===== src/rtl/lab3_kp_pkg.sv =====
// Shared types and constants for the 4x4 keypad scanner.
// Holds the FSM state enum, the first column drive and the idle key code.
package lab3_kp_pkg;

    typedef enum logic [1:0] {
        SCAN,
        PRESS_DB,
        HELD,
        REL_DB
    } kp_state_t;

    localparam logic [3:0] COL_FIRST = 4'b1110;
    localparam logic [7:0] KEY_NONE  = 8'h00;

    // Counter width for a count of n, never narrower than one bit.
    function automatic int cnt_w(input int n);
        return (n > 1) ? $clog2(n) : 1;
    endfunction

    // True when exactly one active-low row is pulled down.
    function automatic logic one_low(input logic [3:0] r);
        return $countones(~r) == 1;
    endfunction

endpackage


===== src/rtl/lab3_kp_sync.sv =====
// Two-flop synchronizer for raw keypad rows; resets to all-ones (idle).
// Ports: i_clk, i_rst_n (async, active-low), i_d[W], o_q[W].
module lab3_kp_sync #(
    parameter int W = 4
) (
    input  logic         i_clk,
    input  logic         i_rst_n,
    input  logic [W-1:0] i_d,
    output logic [W-1:0] o_q
);

    logic [W-1:0] r_meta;
    logic [W-1:0] r_sync;

    always_ff @(posedge i_clk or negedge i_rst_n) begin
        if (!i_rst_n) begin
            r_meta <= '1;
            r_sync <= '1;
        end else begin
            r_meta <= i_d;
            r_sync <= r_meta;
        end
    end

    assign o_q = r_sync;

endmodule


===== src/rtl/lab3_keypad_scanner.sv =====
// 4x4 keypad scanner: column scan, press/release debounce, key strobe.
// Ports: int_osc clock, reset (async, active-low), rows[4] in (active-low),
// cols[4] out (active-low one-hot), keypress[8] {row,col}, alarm strobe.
// Optional auto-repeat while held: define KEYPAD_AUTOREPEAT_EN.
module lab3_keypad_scanner
    import lab3_kp_pkg::*;
#(
    parameter int SCAN_DIV     = 24000,
    parameter int DEBOUNCE_CYC = 480000,
    parameter int REPEAT_CYC   = 4800000
) (
    input  logic       int_osc,
    input  logic       reset,
    input  logic [3:0] rows,
    output logic [3:0] cols,
    output logic [7:0] keypress,
    output logic       alarm
);

    localparam int SW = cnt_w(SCAN_DIV);
    localparam int DW = cnt_w(DEBOUNCE_CYC);
    localparam logic [SW-1:0] DIV_MAX = SW'(SCAN_DIV - 1);
    localparam logic [DW-1:0] DB_MAX  = DW'(DEBOUNCE_CYC - 1);

    kp_state_t     r_state;
    kp_state_t     w_next;
    logic [3:0]    w_rows_s;
    logic [SW-1:0] r_div;
    logic [DW-1:0] r_db;
    logic [3:0]    r_cols;
    logic [7:0]    r_cand;
    logic [7:0]    r_keypress;
    logic          r_alarm;

    logic w_tick;
    logic w_one;
    logic w_idle;
    logic w_match;
    logic w_db_max;
    logic w_adv;
    logic w_latch;
    logic w_accept;
    logic w_db_clr;
    logic w_db_inc;
    logic w_rep_fire;

    lab3_kp_sync #(.W(4)) u_sync (
        .i_clk   (int_osc),
        .i_rst_n (reset),
        .i_d     (rows),
        .o_q     (w_rows_s)
    );

    assign w_tick   = (r_state == SCAN) && (r_div == DIV_MAX);
    assign w_one    = one_low(w_rows_s);
    assign w_idle   = &w_rows_s;
    assign w_match  = (w_rows_s == ~r_cand[7:4]);
    assign w_db_max = (r_db == DB_MAX);

    always_ff @(posedge int_osc or negedge reset) begin
        if (!reset) r_state <= SCAN;
        else        r_state <= w_next;
    end

    always_comb begin
        w_next = r_state;
        unique case (r_state)
            SCAN:     if (w_tick && w_one) w_next = PRESS_DB;
            PRESS_DB: if (!w_match)        w_next = SCAN;
                      else if (w_db_max)   w_next = HELD;
            HELD:     if (w_idle)          w_next = REL_DB;
            REL_DB:   if (w_idle && w_db_max) w_next = SCAN;
            default:  w_next = SCAN;
        endcase
    end

    always_comb begin
        w_adv    = 1'b0;
        w_latch  = 1'b0;
        w_accept = 1'b0;
        w_db_clr = 1'b0;
        w_db_inc = 1'b0;
        unique case (r_state)
            SCAN: begin
                w_latch  = w_tick && w_one;
                w_adv    = w_tick && !w_one;
                w_db_clr = w_latch;
            end
            PRESS_DB: begin
                if (!w_match)      w_adv    = 1'b1;
                else if (w_db_max) w_accept = 1'b1;
                else               w_db_inc = 1'b1;
            end
            HELD: w_db_clr = w_idle;
            REL_DB: begin
                if (!w_idle)       w_db_clr = 1'b1;
                else if (w_db_max) w_adv    = 1'b1;
                else               w_db_inc = 1'b1;
            end
            default: ;
        endcase
    end

    // Divider free-runs only while scanning; any other state holds it at 0.
    always_ff @(posedge int_osc or negedge reset) begin
        if (!reset) begin
            r_div <= '0;
        end else if (r_state == SCAN && !w_tick) begin
            r_div <= r_div + 1'b1;
        end else begin
            r_div <= '0;
        end
    end

    always_ff @(posedge int_osc or negedge reset) begin
        if (!reset) begin
            r_db <= '0;
        end else if (w_db_clr) begin
            r_db <= '0;
        end else if (w_db_inc && !w_db_max) begin
            r_db <= r_db + 1'b1;
        end
    end

    always_ff @(posedge int_osc or negedge reset) begin
        if (!reset) begin
            r_cols     <= COL_FIRST;
            r_cand     <= KEY_NONE;
            r_keypress <= KEY_NONE;
            r_alarm    <= 1'b0;
        end else begin
            if (w_adv)    r_cols     <= {r_cols[2:0], r_cols[3]};
            if (w_latch)  r_cand     <= {~w_rows_s, ~r_cols};
            if (w_accept) r_keypress <= r_cand;
            r_alarm <= w_accept || w_rep_fire;
        end
    end

`ifdef KEYPAD_AUTOREPEAT_EN
    localparam int RW = cnt_w(REPEAT_CYC);
    localparam logic [RW-1:0] REP_MAX = RW'(REPEAT_CYC - 1);

    logic [RW-1:0] r_rep;

    assign w_rep_fire = (r_state == HELD) && (r_rep == REP_MAX);

    always_ff @(posedge int_osc or negedge reset) begin
        if (!reset) begin
            r_rep <= '0;
        end else if (w_accept || w_rep_fire) begin
            r_rep <= '0;
        end else if (r_state == HELD) begin
            r_rep <= r_rep + 1'b1;
        end
    end
`else
    assign w_rep_fire = 1'b0;
`endif

    assign cols     = r_cols;
    assign keypress = r_keypress;
    assign alarm    = r_alarm;

endmodule


===== config.mk =====
export PLATFORM = sky130hd
export DESIGN_NAME = lab3_keypad_scanner
export DESIGN_NICKNAME = d
export VERILOG_FILES = /design/src/rtl/lab3_kp_pkg.sv /design/src/rtl/lab3_kp_sync.sv /design/src/rtl/lab3_keypad_scanner.sv
export SDC_FILE = /design/constraint.sdc
export NUM_CORES = 1
export LEC_CHECK = 0
export CELL_PAD_IN_SITES_DETAIL_PLACEMENT = 1
export CELL_PAD_IN_SITES_GLOBAL_PLACEMENT = 2
export CORE_UTILIZATION = 42
export DETAILED_ROUTE_END_ITERATION = 10
export PLACE_DENSITY_LB_ADDON = 0.3
export RECOVER_POWER = 25
export SYNTH_ARGS = -nofsm -noshare
export SYNTH_HDL_FRONTEND = slang
export SYNTH_SLANG_ARGS = --single-unit

===== constraint.sdc =====
create_clock -name int_osc -period 6.1 [get_ports int_osc]
set_clock_uncertainty 0.15 [all_clocks]
set_input_delay 0.61 -clock int_osc [delete_from_list [all_inputs] [get_ports int_osc]]
set_output_delay 0.61 -clock int_osc [all_outputs]
set_load 0.005 [all_outputs]

# --- Word level (Yosys, flattened, before mapping) ---
# Index checks and enable logic that the tools add are counted.
totals:
  out_inout_bits: 13
  wordCells: 63
  reg_bits: 65
  in_bits: 6
classes:
  n_reduce_logical: 13
  addsub: 5
  n_bitwise: 3
  n_eq_ne: 11
  n_mux: 22
op_table:
  columns: ["cell", "count"]
  rows:
  - ["19-bit 2-to-1 mux", 2]
  - ["19-bit by 1-bit adder with 19-bit output (second input constant)", 1]
  - ["19-bit equality test (second input constant)", 1]
  - ["15-bit by 1-bit adder with 15-bit output (second input constant)", 1]
  - ["15-bit equality test (second input constant)", 1]
  - ["15-bit 2-to-1 mux", 1]
  - ["4-bit NOT", 3]
  - ["1-bit 2-to-1 mux", 10]
  - ["2-bit 2-to-1 mux", 5]
  - ["2-bit one-hot mux with 4 select lines", 1]
  - ["4-bit AND reduction", 2]
  - ["1-bit logical AND", 6]
  - ["1-bit one-hot mux with 3 select lines", 2]
  - ["1-bit by 1-bit adder with 2-bit output", 2]
  - ["2-bit equality test (second input constant)", 2]
  - ["4-bit equality test", 1]
  - ["2-bit inequality test (second input constant)", 2]
  - ["2-bit by 2-bit adder with 3-bit output", 1]
  - ["3-bit by 1-bit equality test with 1-bit output (second input constant)", 1]
  - ["1-bit logical NOT", 3]
  - ["3-bit inequality test (second input constant)", 1]
  - ["2-bit by 1-bit equality test with 1-bit output (second input constant)", 1]
  - ["2-bit logical NOT", 1]
  - ["2-bit by 1-bit inequality test with 1-bit output (second input constant)", 1]
  - ["other kinds (2)", 2]

# --- Longest topological paths before layout ---
# Gate-level depths: netlist of the first run.
depth:
  ltp_word: 7
  mapped_depth: 9

# --- Hierarchy ---
# From an unflattened synthesis of the first run, not the netlist that was laid out.
unflattened:
  cells_unflattened: 285
  area_unflattened_um2: 3115.5
modules_own_cells:
  columns: ["mod", "n_inst", "cells_each", "seq_area_each_um2", "area_per_inst_um2"]
  rows:
  - ["lab3_keypad_scanner", 1, 277, 1430.1, 2905.3]
  - ["lab3_kp_sync", 1, 8, 210.2, 210.2]

# --- Worst setup path before layout of the first run ---
# OpenSTA, ideal clock, no wires.
synth_path:
  path_type: "reg-to-reg"
  startpoint: "register u_sync.r_sync[0] (netlist: u_sync.o_q[0])"
  endpoint: "register r_cols[0] (netlist: cols[0])"
  arrival_ps: 2266
  setup_slack_ps: 3560
  period_less_slack_ps: 2540
  path_stages_with_launch: 9
  setup_ps: 125
  path_cell_list: "dfstp_2 fa_1 inv_1 ha_1 ha_1 nor3b_1 nand3b_1 nand3_2 mux2_2"
synth_via:
  elab_chain_cells: 7
synth_rtl:
  columns: ["item", "line", "rtl"]
  rows:
  - ["start, declared", "lab3_kp_sync.sv:13", "logic [W-1:0] r_sync;"]
  - ["start signal, assigned", "lab3_kp_sync.sv:21", "r_sync <= r_meta;"]
  - ["4-bit NOT", "lab3_kp_pkg.sv:22", "return $countones(~r) == 1;"]
  - ["1-bit by 1-bit adder with 2-bit output (implied by the code)", "lab3_kp_pkg.sv:22", null]
  - ["2-bit by 2-bit adder with 3-bit output (implied by the code)", "lab3_kp_pkg.sv:22", null]
  - ["3-bit by 1-bit equality test with 1-bit output", "lab3_kp_pkg.sv:22", null]
  - ["1-bit logical NOT", "lab3_keypad_scanner.sv:86", "w_adv = w_tick && !w_one;"]
  - ["1-bit logical AND", "lab3_keypad_scanner.sv:86", null]
  - ["1-bit one-hot mux with 3 select lines (*)", "lab3_keypad_scanner.sv:83", "unique case (r_state)"]
  - ["end signal, assigned", "lab3_keypad_scanner.sv:132", "if (w_adv) r_cols <= {r_cols[2:0], r_cols[3]};"]
  - ["end, declared", "lab3_keypad_scanner.sv:30", "logic [3:0] r_cols;"]
# Mark *: on every way between the ends. The rest lies on a longest branch, timed or not.
# A chain may end at the register's enable or synchronous reset.

==> results of run 1 <==
==> area by class of cell <==
cell class              count  area, um2
fillers                   808       3650
flip-flops and latches     65       1640
multi-input cells         214       1470
repair buffers             19        179
clock buffers              10        128
well taps                  99        124
clock inverters             6        115
inverters                   7       26.3
==> routing by layer <==
metal,part of all wire [%],vias up,track usage [%]
met5,0,-,0
met4,2.1,0,7.79
met3,2.8,15,5.39
met2,46,26,30.0
met1,49,1165,26.9
li1,-,1114,-
==> worst reg2reg max path: stages, from the launching register on <==
cell	delay [ps]
dfstp_2	580
fa_1	420
inv_1	70
ha_1	150
ha_1	240
nor3b_1	380
nand3_4	350
and3_1	300
mux2_2	250
==> worst paths after layout <==
kind                                        from            end  slack (ps)  cells after the start
worst min-delay path            u_sync.r_meta[3]  u_sync.o_q[3]         200                      0
worst max-delay path                       reset       r_div[6]        2420                      2
worst min register to register  u_sync.r_meta[3]  u_sync.o_q[3]         200                      0
max in group int_osc               u_sync.o_q[1]        r_db[1]        3100                      8
min in group asynchronous                  reset       r_db[12]        1390                      2
worst max register to register     u_sync.o_q[1]        r_db[1]        3100                      8
==> cells in the final DEF (no fill, tap or decap), types with 2 or more instances in the layout <==
master           instances
nor4b_1                  3
nor3_1                   4
bufinv_16                3
or2_2                    4
xor2_1                  12
mux2i_1                  9
inv_1                    7
nand2_1                 24
nor4_1                   4
dfrtp_1                 54
clkbuf_8                 9
clkdlybuf4s50_1         13
mux2_2                  13
nor4bb_1                 2
ha_1                     5
o21ai_0                 10
or3_1                    3
nor2_1                  20
dfstp_2                 11
nand3b_1                 5
nand4_1                  7
dlygate4sd3_1            4
and3_1                   6
or4_1                   10
clkbuf_1                 2
nand3_2                  2
and4_1                   2
xnor2_1                  5
nand3_1                 25
a21oi_1                 12
o31ai_1                  9
==> power by group <==
group          internal, mW  total, mW  switching, mW
Clock                 0.274      0.454          0.180
Combinational       0.00603     0.0207         0.0147
Sequential            0.436      0.438        0.00223
Total                 0.715      0.913          0.197
==> sequential cells by signal, summed over array words and instances, names as in the netlist, named ones only <==
signal / count
r_cand: 8
u_sync.r_meta: 4
r_div: 15
alarm: 1
r_state: 1
keypress: 8
u_sync.o_q: 4
r_db: 19
cols: 4
==> logic make-up (layout without fill, tap and decap cells) <==
logic type      count (synthesis)  in the layout  share of synthesized area, %
flops                          65             65                          50.8
mux                            22             22                          7.32
fa+ha+maj                       6              6                          2.56
compound gates                 36             36                          6.70
xor+xnor                       17             17                          4.61
buf+inv                        21             42                          3.68
simple gates                  133            133                          24.3
==> results_dict.tcl, run 1 <==
set metrics [dict create \
    slowest_stage "clkbuf_1" \
    leakagePower_nw 1.57 \
    wire_per_inst_um 16.4 \
    status "finished with violations" \
    synth_common_cells "dfrtp_1, nand3_1, nand2_1" \
    drtIter0Drc 91 \
    crit_buf_inv 2 \
    die_w_um 89.7 \
    worstPathCellList "buf_2, clkbuf_1" \
    die-area_um2 8040 \
    final_core_util_pct 50.2 \
    areaGrowthSynthToFinish_pct 14.0 \
    synth_ff_type "dfrtp_1" \
    fin_nets 328 \
    vdd_drop_max_uv 145 \
    cts_resized 0 \
    maxCapViolations 1 \
    fin_crit_ps 3680 \
    num_rows 31 \
    port_buffers 18 \
    ys_ff_latch 65 \
    syn_nets 312 \
    antenna_left 0 \
    netlist_instances 300 \
    async_reset_ff_share_pct 100 \
    synth_edf_count 0 \
    critPathRequiredTime_ps 5610 \
    clkTransAtPathRegs_ps 70 \
    finalCritPeriodShare_pct 60.3 \
    ctsRootBufferMaster "clkbuf_8" \
    syn_avg_cell_area_um2 10.8 \
    synth_area_leaders "dfrtp_1, dfstp_2, mux2_2" \
    finalNonFillerCells 420 \
    synth.most_common_cell "dfrtp_1" \
    report.final.setup_viol 0 \
    htreeDepth 3 \
    dp_cells 404 \
    slowest_delay_ps 2450 \
    firstDrtPassIters 4 \
    die_h_um 89.7 \
    diodes 0 \
    timing.final.ws_setup_ps 2420 \
    clock_sinks 65 \
    tns_ps 0 \
    grt_pass1_vias 2391 \
    netlist_area_um2 3230 \
    drive_above_1_share_pct 17.4 \
    crit_family "buffers and inverters" \
    antenna_found_initial 0 \
    io_pins 19 \
    tritoncts "done" \
    synth-seq-area-share_pct 50.8 \
    timing.hold.ws_ps 200 \
    insertion_delay_ps 350 \
    wirelength_um 6900 \
    cp.arrival_ps 3190 \
    yosysUniqueCellTypes 50 \
    synth_top_area_share_pct 41.8 \
    finalWeightedCongestion 0.783 \
    dp_hpwl_um 4560 \
    p_total_mw 0.913 \
    violations "max-capacitance violations, max-slew violations" \
    drc 0 \
    stdcell_area_um2 3680 \
    initial_core_util_pct 44.1 \
    cellPowerDensity_nw_per_um2 248 \
    core_area_um2 7330 \
    rsz0062_at_grt "false" \
    gr-usage-all-layers_pct 19.8 \
    place_ws_ps 3110 \
    placed_cell_area_um2 3440 \
    avgViaCountPerCell 5.52 \
    cts_buffers 9 \
    via_count 2320 \
    clk_path_buf_depth 2 \
    startpoint_type "input pin" \
    grt_overflow 0 \
    ys.warnings.count 0 \
    crit_type "in2async" \
    drv_slew 66 \
    worstMarginPinSlew_ps 3510 \
    min_path_type "reg2reg" \
    synth_largest_area_cell "dfrtp_1" \
    holdBufCountCts 0 \
    post_cts_buffers 0 \
    hold_viol 0 \
    max_slew_margin_pct -134 \
    critPathCaptureType "async pin" \
    path_max_fanout 65 \
    grt_max_degree 66 \
    fmax_ghz 0.272 \
    grt_pass1_wl_um 11800 \
]
No activity file was read; power rests on OpenSTA's default activity.
==> run 2, diff against run 1 <==
Settings changed: CORE_UTILIZATION 42 to 39.
Clock period 6.1 ns to 3.7 ns, I/O delays scaled along.
==> run 2 against run 1 <==
Effect of this change: the flow still finishes with violations (max-capacitance violations, max-slew violations); via count rose by 0.91%; flip-flop and latch count stayed put; highest routed layer unchanged; critical path depth increased by 6.
==> results_dict.tcl, run 2 (synthesized netlist as in run 1, its figures left out) <==
set metrics [dict create \
    status "finished with violations" \
    violations "max-capacitance violations, max-slew violations" \
    largest_register_ff_count 19 \
    report.final.setup_viol 0 \
    num_rows 32 \
    hold_end "u_sync.o_q[2]" \
    fillers 890 \
    dp_hpwl_um 4710 \
    cts_buffers 9 \
    hold_viol 0 \
    crit_type "reg2reg" \
    power_frac_comb_pct 2.4 \
    path_max_fanout 16 \
    leakagePower_nw 1.57 \
    drv_slew 66 \
    vdd_drop_max_uv 272 \
    grt_pass1_wl_um 12100 \
    max_slew_margin_pct -6.71 \
    r2r_start "u_sync.o_q[1]" \
    seq_area_um2 1640 \
    min_path_type "reg2reg" \
    tns_ps 0 \
    clk_path_buf_depth 2 \
    stdcell_area_um2 3670 \
    clock_sinks 65 \
    core_area_um2 7850 \
    die-area_um2 8650 \
    reg_top3 "r_db: 19 flops, r_div: 15 flops" \
    rr_worst_depth 8 \
    p_int_mw 1.06 \
    placed_cell_area_um2 3470 \
    switching_share_pct 23.3 \
    startpoint_type "register" \
    p_clk_share_pct 45.2 \
    reg2reg_to "r_db[1]" \
    grt_overflow 0 \
    drtIter0Drc 69 \
    io_pins 19 \
    grt_pass1_vias 2424 \
    port_buffers 18 \
    fin_nets 331 \
    startpoint "u_sync.o_q[1]" \
    finalCritPeriodShare_pct 76.5 \
    mostFrequentLayoutCell "dfrtp_1" \
    holdPathStages 0 \
    fin_crit_ps 2830 \
    die_h_um 93.0 \
    fmax_ghz 0.353 \
    insertion_delay_ps 350 \
    critPathRequiredTime_ps 3780 \
    layout_common_cells "dfrtp_1, nand3_1, nand2_1, nor2_1" \
    seq_power_share_pct 52.3 \
    cellPowerDensity_nw_per_um2 376 \
    critPathCaptureType "register" \
    wirelength_um 6970 \
    die_w_um 93.0 \
    largest_register "r_db" \
    grt_max_degree 66 \
    firstDrtPassIters 4 \
    drc 0 \
    cp.arrival_ps 2910 \
    worstMarginPinSlew_ps 1600 \
    gr-usage-all-layers_pct 18.2 \
    wire_per_inst_um 16.4 \
    maxCapViolations 1 \
    diodes 0 \
    initial_core_util_pct 41.2 \
    finalWeightedCongestion 0.776 \
    clkTransAtPathRegs_ps 70 \
    netSwitchingPower_mw 0.322 \
    tritoncts "done" \
    avgViaCountPerCell 5.50 \
    multiInputGateArea_um2 1470 \
    final_core_util_pct 46.8 \
    rsz0062_at_grt "false" \
    antenna_found_initial 0 \
    ctsRootBufferMaster "clkbuf_8" \
    via_count 2341 \
    htreeDepth 3 \
    reg2reg_setup_slack_ps 870 \
    drive_above_1_share_pct 18.5 \
    antenna_left 0 \
    areaGrowthSynthToFinish_pct 13.8 \
    hold_start "u_sync.r_meta[2]" \
]
==> run 2: changes by cell type in the layout (fill, tap and decap cells not counted) <==
cell | previous run | this run
clkinv_2 | 0 | 1
clkinv_4 | 1 | 2
clkinvlp_4 | 1 | 2
buf_4 | 0 | 2
inv_6 | 1 | 0
clkbuf_2 | 0 | 1
dlygate4sd3_1 | 4 | 5
clkbuf_1 | 2 | 0
bufinv_16 | 3 | 1
clkbuf_8 | 9 | 10
==> run 2: how the worst max path moves through the flow <==
stage | endpoint | slack (ps) | cells after the start
after floorplan | cols[0] | 1160 | 8
after global placement | r_db[1] | 960 | 8
after detailed placement | r_db[1] | 860 | 8
after CTS | r_db[1] | 830 | 8
after global routing | r_db[6] | 680 | 9
final | r_db[1] | 870 | 8
==> run 2: power by group through the flow <==
| stage | logic [mW] | registers, mW | clock network, mW |
|---|---|---|---|
| finish | 0.0337 | 0.722 | 0.625 |
| global placement | 0.0369 | 0.735 | 0 |
| floorplan | 0.0135 | 0.735 | 0 |
| CTS | 0.0391 | 0.722 | 0.643 |
| global route | 0.0404 | 0.723 | 0.671 |
| detailed placement | 0.0379 | 0.736 | 0 |
==> run 2: layer usage <==
| metal | up-vias | GRT usage [%] | share of wire, % | wire, um |
|---|---|---|---|---|
| li1 | 1120 | - | - | - |
| met1 | 1186 | 23.7 | 47 | 3270 |
| met2 | 24 | 29.4 | 49 | 3410 |
| met3 | 11 | 4.47 | 2.7 | 187 |
| met4 | 0 | 6.15 | 1.4 | 95 |
| met5 | - | 0 | 0 | 0 |
==> run 2: what timing repair did <==
action,4_1_cts,5_1_grt
hold buffers,1,0
setup buffers,0,0
hold endpoints to repair,54,0
gates resized for setup,0,0
==> run 2: metrics by stage <==
stage	worst slack (ps)	total power, mW	cells	hold slack, ps
2_1_floorplan	1160	0.748	300	-75.6
3_3_place_gp	962	0.772	409	196
3_5_place_dp	856	0.774	409	198
4_1_cts	828	1.40	426	208
5_1_grt	675	1.43	426	215
6_report	869	1.38	426	207
==> run 2: critical path, stage by stage, from the launching register on <==
cell and delay (ps):
dfstp_2 580, fa_1 430, inv_1 70, ha_1 140
ha_1 220, nor3b_1 400, nand3_4 240, and3_1 240
mux2_2 250
==> run 2: final cells by class <==
type / instances / area share (%)
sequential: 65 / 44.6
multi-input combinational: 214 / 40.0
timing repair buffer: 22 / 5.58
clock buffer: 10 / 3.75
tap: 102 / 3.47
clock inverter: 6 / 1.84
inverter: 7 / 0.715
==> run 3, diff against run 2 <==
Settings changed: CORE_UTILIZATION 39 to 36.
Clock period 3.7 ns to 2.3 ns, I/O delays scaled along.
==> run 3 against run 2 <==
Effect of this change: the flow finishes with violations (negative setup slack); routed wire length increased by 9.9%; register-to-register slack lost 990 ps; clock power increased by 92%; via count rose by 6.2%; worst setup slack worse by 990 ps; global-route usage decreased by 0.11 points.
==> results_dict.tcl, run 3 (synthesized netlist as in run 1, its figures left out) <==
set metrics [dict create \
    core_area_um2 8720 \
    fin_nets 364 \
    gr-usage-all-layers_pct 18.0 \
    die_h_um 96.7 \
    firstDrtPassIters 4 \
    hold_viol 0 \
    status "finished with violations" \
    switching_share_pct 21.5 \
    htreeDepth 3 \
    grt_pass1_vias 2720 \
    drv_slew 0 \
    critPathCaptureType "register" \
    die_w_um 96.7 \
    dp_hpwl_um 5340 \
    clock_sinks 65 \
    grt_pass1_wl_um 13500 \
    layout_common_cells "dfrtp_1, buf_4, nand3_1, nand2_1, nor2_1" \
    crit_type "reg2reg" \
    largest_register "r_db" \
    leakagePower_nw 1.78 \
    placed_cell_area_um2 3780 \
    seq_power_share_pct 47.5 \
    finalCritPeriodShare_pct 105 \
    port_buffers 18 \
    worstMarginPinSlew_ps 1440 \
    die-area_um2 9350 \
    violations "negative setup slack" \
    drtIter0Drc 63 \
    via_count 2487 \
    wirelength_um 7660 \
    grt_overflow 0 \
    finalWeightedCongestion 0.752 \
    wire_per_inst_um 16.5 \
    avgViaCountPerCell 5.35 \
    path_max_fanout 4 \
    p_clk_share_pct 49.1 \
    antenna_left 0 \
    tritoncts "done" \
    insertion_delay_ps 340 \
    timing.final.ws_setup_ps -122 \
    fmax_ghz 0.413 \
    fin_crit_ps 2420 \
    cellPowerDensity_nw_per_um2 589 \
    areaGrowthSynthToFinish_pct 28.3 \
    ctsRootBufferMaster "clkbuf_8" \
    mostFrequentLayoutCell "dfrtp_1" \
    largest_register_ff_count 19 \
    power_frac_comb_pct 3.3 \
    initial_core_util_pct 37.0 \
    critPathRequiredTime_ps 2380 \
    report.final.setup_viol 30 \
    num_rows 34 \
    fillers 943 \
    diodes 0 \
    p_int_mw 1.92 \
    drc 0 \
    maxCapViolations 0 \
    timing.hold.ws_ps 207 \
    clk_path_buf_depth 2 \
    drive_above_1_share_pct 30.5 \
    netSwitchingPower_mw 0.524 \
    io_pins 19 \
    startpoint_type "register" \
    vdd_drop_max_uv 321 \
    stdcell_area_um2 4140 \
    min_path_type "reg2reg" \
    grt_max_degree 66 \
    max_slew_margin_pct 3.73 \
    cp.arrival_ps 2510 \
    rsz0062_at_grt "true" \
    reg_top3 "r_db: 19 flops, r_div: 15 flops" \
    clkTransAtPathRegs_ps 80 \
    cts_buffers 9 \
    antenna_found_initial 0 \
]
[run 3: metal layers]
metal | vias to the layer above | global-route usage, % | routed length (um)
met5 | - | 0 | 0
met4 | 0 | 6.31 | 112
met3 | 11 | 3.03 | 202
met2 | 33 | 30.5 | 3880
met1 | 1260 | 23.3 | 3470
li1 | 1183 | - | -
[run 3: final cells by class]
cell class	count	area [um2]	share of cell area, %
repair buffers	54	504	12.2
flip-flops and latches	65	1640	39.6
inverters	7	26.3	0.634
clock buffers	10	128	3.08
clock inverters	6	115	2.78
multi-input cells	215	1600	38.5
well taps	108	135	3.26
[run 3: worst paths after layout]
check	depth (start not counted)	endpoint	slack (ps)	from
worst max-delay path	8	r_db[1]	-120	u_sync.o_q[1]
worst min-delay path	0	u_sync.o_q[2]	210	u_sync.r_meta[2]
worst max register to register	8	r_db[1]	-120	u_sync.o_q[1]
worst min register to register	0	u_sync.o_q[2]	210	u_sync.r_meta[2]
max in group asynchronous	3	r_db[18]	400	reset
min in group asynchronous	3	r_db[14]	730	reset
[run 3: worst max-delay path, stage by stage, from the launching register on]
cell     delay (ps)
dfstp_2         540
fa_1            410
inv_1            70
ha_2            180
ha_4            200
nor3b_4         210
nand3_4         120
and3_4          180
mux2_4          250
[run 3: what timing repair did]
action | CTS | global route
pin swaps | 3 | 0
endpoints found under the setup margin | 35 | 40
hold endpoints to repair | 54 | 0
gates cloned | 1 | 1
gates resized for setup | 12 | 11
hold buffers | 1 | 0
buffers inserted | 0 | 1
[run 3: power groups by stage]
stage / Combinational, mW / Sequential, mW / Clock [mW]
2_1_floorplan: 0.0349 / 1.18 / 0
3_3_place_gp: 0.0828 / 1.18 / 0
3_5_place_dp: 0.0847 / 1.18 / 0
4_1_cts: 0.0877 / 1.16 / 1.24
5_1_grt: 0.0931 / 1.16 / 1.28
6_report: 0.0814 / 1.16 / 1.20
[run 3: through the flow]
step                utilization (%)  cells  setup TNS, ps  setup slack [ps]  power (mW)
floorplan                         -    300           -315             -82.6        1.22
global placement               43.4    445          -1840              -110        1.26
detailed placement             43.4    445          -3050              -166        1.27
CTS                            47.1    463          -2300              -152        2.49
global route                   47.5    465          -5370              -224        2.53
finish                         47.5    465          -1480              -122        2.44
